### config.mk
export PLATFORM = sky130hd
export DESIGN_NAME = trap_sequencer
export DESIGN_NICKNAME = d
export VERILOG_FILES = /design/src/rtl/trap_sequencer.sv
export SDC_FILE = /design/constraint.sdc
export NUM_CORES = 1
export LEC_CHECK = 0
export BUFFER_PORTS_ARGS = -buffer_cell sky130_fd_sc_hd__buf_2
export CAP_MARGIN = 20
export CORE_AREA = 10 10 200 202
export CTS_CLUSTER_DIAMETER = 50
export CTS_CLUSTER_SIZE = 8
export DETAILED_ROUTE_END_ITERATION = 10
export DIE_AREA = 0 0 210 212
export PLACE_DENSITY = 0.6
export SLEW_MARGIN = 20
export SYNTH_ARGS = -nofsm -noshare
export SYNTH_HDL_FRONTEND = slang
export SYNTH_SLANG_ARGS = --single-unit
### constraint.sdc
create_clock -name clock_i -period 2.7 [get_ports clock_i]
set_input_delay 0.54 -clock clock_i [delete_from_list [all_inputs] [get_ports clock_i]]
set_output_delay 0.54 -clock clock_i [all_outputs]
set_load 0.03 [all_outputs]
### src/rtl/trap_sequencer.sv
// trap_sequencer: arbitrates exceptions, prioritised interrupts and CSR access; captures mepc/mcause/mtval and sequences flush/redirect.
// Optional VECTORED_MODE_EN: with mtvec_i[0]=1, interrupt redirects go to base + 4*index.
module trap_sequencer #(
    parameter int XLEN         = 64,
    parameter int NUM_IRQ      = 4,
    parameter int FLUSH_CYCLES = 2,
    parameter int CAUSE_W      = 6
) (
    input  logic               clock_i,
    input  logic               reset_ni,
    input  logic               csr_access_request_i,
    output logic               csr_grant_o,
    input  logic               exception_valid_i,
    input  logic [CAUSE_W-1:0] exception_cause_i,
    input  logic [XLEN-1:0]    exception_pc_i,
    input  logic [XLEN-1:0]    exception_tval_i,
    input  logic [NUM_IRQ-1:0] irq_pending_i,
    input  logic               irq_global_en_i,
    input  logic               retire_i,
    input  logic [XLEN-1:0]    retire_pc_i,
    input  logic               mret_i,
    input  logic [XLEN-1:0]    mtvec_i,
    output logic               flush_o,
    output logic               redirect_valid_o,
    output logic [XLEN-1:0]    redirect_pc_o,
    output logic [XLEN-1:0]    mepc_o,
    output logic [XLEN-1:0]    mcause_o,
    output logic [XLEN-1:0]    mtval_o,
    output logic               busy_o
);
    typedef enum logic [2:0] {
        RESET, IDLE, CSR_READ, CSR_MODIFY, WAIT_FOR_RETIRE, FLUSH, REDIRECT, WAIT_FOR_RETURN
    } state_t;

    state_t          state;
    logic [3:0]      flush_cnt;
    logic [3:0]      irq_idx;
    logic [XLEN-1:0] base;
    logic [XLEN-1:0] vec_off;
    logic            take_exc;
    logic            take_irq;

    function automatic logic [3:0] lowest(input logic [NUM_IRQ-1:0] p);
        lowest = '0;
        for (int i = NUM_IRQ - 1; i >= 0; i--) if (p[i]) lowest = 4'(i);
    endfunction

    assign irq_idx  = lowest(irq_pending_i);
    assign base     = {mtvec_i[XLEN-1:2], 2'b00};
    assign take_exc = exception_valid_i &&
                      (state == IDLE || state == WAIT_FOR_RETIRE || state == WAIT_FOR_RETURN);
    assign take_irq = state == WAIT_FOR_RETIRE && retire_i && |irq_pending_i;

`ifdef VECTORED_MODE_EN
    assign vec_off = (mtvec_i[0] && mcause_o[XLEN-1]) ? {mcause_o[XLEN-3:0], 2'b00} : '0;
`else
    logic unused_mtvec_bits;
    assign unused_mtvec_bits = ^mtvec_i[1:0];
    assign vec_off = '0;
`endif

    always_ff @(posedge clock_i or negedge reset_ni) begin
        if (!reset_ni) begin
            state            <= RESET;
            flush_cnt        <= '0;
            csr_grant_o      <= 1'b0;
            flush_o          <= 1'b0;
            redirect_valid_o <= 1'b0;
            redirect_pc_o    <= '0;
            mepc_o           <= '0;
            mcause_o         <= '0;
            mtval_o          <= '0;
            busy_o           <= 1'b0;
        end else begin
            csr_grant_o      <= 1'b0;
            flush_o          <= 1'b0;
            redirect_valid_o <= 1'b0;
            redirect_pc_o    <= '0;
            if (take_exc || take_irq) begin
                mepc_o    <= take_exc ? exception_pc_i : retire_pc_i;
                mcause_o  <= take_exc ? XLEN'(exception_cause_i) : {1'b1, (XLEN-1)'(irq_idx)};
                mtval_o   <= take_exc ? exception_tval_i : '0;
                flush_cnt <= 4'(FLUSH_CYCLES);
                flush_o   <= 1'b1;
                busy_o    <= 1'b1;
                state     <= FLUSH;
            end else begin
                case (state)
                    RESET: begin
                        state  <= IDLE;
                        busy_o <= 1'b0;
                    end
                    IDLE: begin
                        if (irq_global_en_i && |irq_pending_i) begin
                            state  <= WAIT_FOR_RETIRE;
                            busy_o <= 1'b1;
                        end else if (csr_access_request_i) begin
                            state  <= CSR_READ;
                            busy_o <= 1'b1;
                        end
                    end
                    CSR_READ: begin
                        state       <= CSR_MODIFY;
                        csr_grant_o <= 1'b1;
                    end
                    CSR_MODIFY: begin
                        state  <= IDLE;
                        busy_o <= 1'b0;
                    end
                    // Retire with no line still pending abandons the interrupt.
                    WAIT_FOR_RETIRE: begin
                        if (retire_i) begin
                            state  <= IDLE;
                            busy_o <= 1'b0;
                        end
                    end
                    FLUSH: begin
                        if (flush_cnt <= 4'd1) begin
                            state            <= REDIRECT;
                            redirect_valid_o <= 1'b1;
                            redirect_pc_o    <= base + vec_off;
                        end else begin
                            flush_cnt <= flush_cnt - 4'd1;
                            flush_o   <= 1'b1;
                        end
                    end
                    REDIRECT: state <= WAIT_FOR_RETURN;
                    WAIT_FOR_RETURN: begin
                        if (mret_i) begin
                            state            <= IDLE;
                            busy_o           <= 1'b0;
                            redirect_valid_o <= 1'b1;
                            redirect_pc_o    <= mepc_o;
                        end
                    end
                    default: begin
                        state  <= IDLE;
                        busy_o <= 1'b0;
                    end
                endcase
            end
        end
    end
endmodule

==> results by group <==
Run status
  • Status: completed

Logic synthesis
  • Synth Register Bits: 210
  • Cell area after synthesis: 0.00869 sq mm
  • Top cell type's share of synthesized area: 60.5%
  • Count leader, synth: dfrtp_1
  • Most frequent cells after synthesis: 210 x dfrtp_1, 133 x nand2_1, 129 x a22o_1, 74 x nor2_1, 65 x a31oi_1
  • Netlist cell types: 42
  • Yosys warns: 0
  • Post-Syn Area per Cell: 11.1 sq um
  • Top cells by area, synth: dfrtp_1 60%, a22o_1 13%, nand2_1 5.7%
  • Synth Flop Type: dfrtp_1
  • EDFF count, synth: 0
  • Post-synthesis sequential area ratio: 60.5%
  • Mapped Cells: 783
  • Synth area leader: dfrtp_1
  • Async SR Flop Fraction: 100%

Run
  • Max Cap Viol: 0

Clock tree
  • CTS resizes: 0
  • Worst-path clk slew: 50 ps
  • CTS Buf Count: 35
  • Clock root cell: clkbuf_16
  • Clk Latency, worst-skew pair: 500 ps
  • Setup bufs post-CTS: 0
  • Clock sinks: 210
  • Max Root-Sink Buffers: 3
  • H-tree Lvls: 2
  • CTS tree: done

Worst setup path
  • Crit path kind: reg2reg
  • Crit path max fanout: 25
  • Worst R2R Start: state[1]
  • Critical path arrival: 2600 ps
  • CP endpoint kind: register
  • Crit path launch type: register
  • Crit path from: state[1]
  • Reg-to-reg slack, setup: 500 ps
  • Worst setup path endpoint: mepc_o[12]
  • R2R Path End: mepc_o[12]
  • Required time of the worst setup path: 3100 ps
  • Cells on worst reg2reg path: 5

Place
  • Routability Congestion: 0.803
  • Number of placed instances, taps included: 1681
  • Area after DPL: 0.0114 sq mm
  • Input/output buffers: 473
  • HPWL Detailed: 26300 microns
  • Place WS: 515 ps

Floorplanning
  • CORE AREA: 0.0361 sq mm
  • Die X-Extent: 210 microns
  • I/O Pins: 533
  • Die Y: 212 microns
  • DIE AREA: 0.0445 sq mm
  • Initial Util: 24.1%
  • Row Count: 70

STA
  • TNS Setup: 0 ps
  • Final Hold Fails: 0
  • Period utilization: 81.5%
  • Hold WS: 252 ps
  • Setup-failing EPs final: 0
  • Worst setup margin: 499 ps
  • Worst Skew: 15.1 ps
  • Tmin final: 2200 ps
  • Maximum clock rate: 0.454 GHz
  • Worst Max-Slew Pin Slew: 747 ps
  • Slew HR: 50.2%
  • Final Slew Violations: 0
  • RSZ-0062 raised after global routing: false

Power
  • Pwr per Cell Area: 1390 mW/mm^2
  • Lkg Pwr: 6.62 nW
  • Worst VDD drop: 696 uV

Cells and area
  • Area Overhead vs Synth: 42.5%
  • Non-Filler Instances: 1733
  • Layout Nets: 1526
  • Multi-input gate area: 0.00292 sq mm
  • Post-route design area: 0.0124 sq mm
  • Proportion of layout cells with a drive suffix above 1: 43.0%
  • Filler cell count: 3676
  • FF/Latch Area: 0.00526 sq mm

Worst hold path
  • Min-delay src: mtvec_i[10]
  • WHS Path Cells: 2
  • HP Class: in2reg

Global routing
  • Number of global-route vias before repair: 8384
  • Total GRT Usage: 14.9%
  • Overflow after GRT: 0
  • Largest net degree at the start of global routing: 93
  • First-pass GRT wire length: 51500 microns
  • Initial antenna violation count: 7

Drt
  • Drt first-iter violations: 578
  • Highest routed metal layer: met5
  • Vias per inst: 4.49
  • Final wirelength: 34600 microns
  • DRT Pass-1 Iters: 5
  • Routed met1 length: 13300 microns
  • Wirelength per Cell: 20.0 microns
  • Met3 wire len: 3500 microns
  • Vias: 7785
  • DRC: 0
  • Post-route ant nets: 0
  • DR WL met2: 16800 microns
[cell type report]
class / count / area share (%)
Sequential cell: 210 / 42.4
Multi-Input combinational cell: 507 / 23.6
Timing Repair Buffer: 492 / 21.0
Clock buffer: 43 / 7.80
Tap cell: 468 / 4.73
Clock inverter: 4 / 0.263
Inverter: 5 / 0.151
Antenna cell: 4 / 0.0808
[per-layer routing]
| metal | GRT usage [%] | up-vias |
|---|---|---|
| li1 | - | 3586 |
| met1 | 17.0 | 3707 |
| met2 | 24.4 | 426 |
| met3 | 6.47 | 62 |
| met4 | 5.48 | 4 |
| met5 | 0 | - |
[through the flow]
stage          power [mW]  utilization, %
2_1_floorplan        10.7               -
3_3_place_gp         13.3            31.5
3_5_place_dp         13.4            31.5
4_1_cts              17.4            34.3
5_1_grt              18.2            34.3
6_report             17.2            34.3
[critical path, stage by stage (launching register included)]
cell and delay (ps):
dfrtp_1 520, nand4bb_1 490, nor2_4 350, buf_4 380, nand2_1 100, a31oi_1 240
[cell families (layout without fill, tap and decap cells)]
kind of cell / count (synthesis) / after routing / synth area share (%)
AO/OA/AOI/OAI: 216 / 216 / 19.5
XOR/XNOR: 3 / 3 / 0.302
adder cells (fa/ha/maj): 2 / 2 / 0.288
buffers and inverters: 122 / 544 / 8.56
flip-flops: 210 / 210 / 60.5
multiplexers: 1 / 1 / 0.115
other: 1 / 61 / 0.0431
AND/OR/NAND/NOR: 228 / 228 / 10.7
[flip-flops by register name, summed over array words and instances, names as in the netlist, 3 cells and up]
signal and cells:
state 3, mtval_o 64, mepc_o 64, mcause_o 7, flush_cnt 4, redirect_pc_o 64
[cells in the final DEF (no fill, tap or decap), types with 2 or more instances in the layout]
| master | Yosys | routed |
|---|---|---|
| nor2_4 | 0 | 2 |
| nand2_1 | 133 | 133 |
| nand2b_1 | 3 | 3 |
| a21boi_0 | 2 | 2 |
| conb_1 | 1 | 57 |
| o211ai_1 | 2 | 2 |
| o21a_1 | 2 | 2 |
| nor2_1 | 74 | 72 |
| clkbuf_16 | 0 | 35 |
| clkbuf_1 | 30 | 2 |
| buf_4 | 57 | 12 |
| dfrtp_1 | 210 | 210 |
| and2_1 | 2 | 2 |
| and3b_1 | 2 | 2 |
| xor2_1 | 3 | 3 |
| o31ai_1 | 3 | 3 |
| buf_12 | 0 | 6 |
| ha_1 | 2 | 2 |
| a22o_1 | 129 | 129 |
| clkinvlp_4 | 0 | 2 |
| diode_2 | 0 | 4 |
| a21oi_1 | 3 | 3 |
| inv_1 | 5 | 5 |
| o21ai_0 | 2 | 2 |
| buf_2 | 10 | 472 |
| clkbuf_8 | 0 | 6 |
| a31oi_1 | 65 | 65 |
| nor3_1 | 4 | 4 |
[worst min path at each step]
stage	endpoint	slack, ps
3_3_place_gp	mcause_o[63]	480
2_1_floorplan	busy_o	240
5_1_grt	redirect_pc_o[23]	220
3_5_place_dp	mcause_o[4]	480
4_1_cts	redirect_pc_o[23]	210
6_report	redirect_pc_o[10]	250
[repair_timing]
item	CTS	global route
endpoints found under the hold margin	51	0
hold buffers	1	0
setup endpoints to repair	0	0
[where the power goes]
| part | total [mW] | switching [mW] | internal [mW] | leakage (nW) |
|---|---|---|---|---|
| combinational | 7.85 | 5.41 | 2.44 | 3.51 |
| sequential | 5.43 | 0.882 | 4.55 | 2.62 |
| clock | 3.90 | 1.42 | 2.48 | 0.486 |
| total | 17.2 | 7.71 | 9.46 | 6.62 |
(Power assumes the default switching activity.)
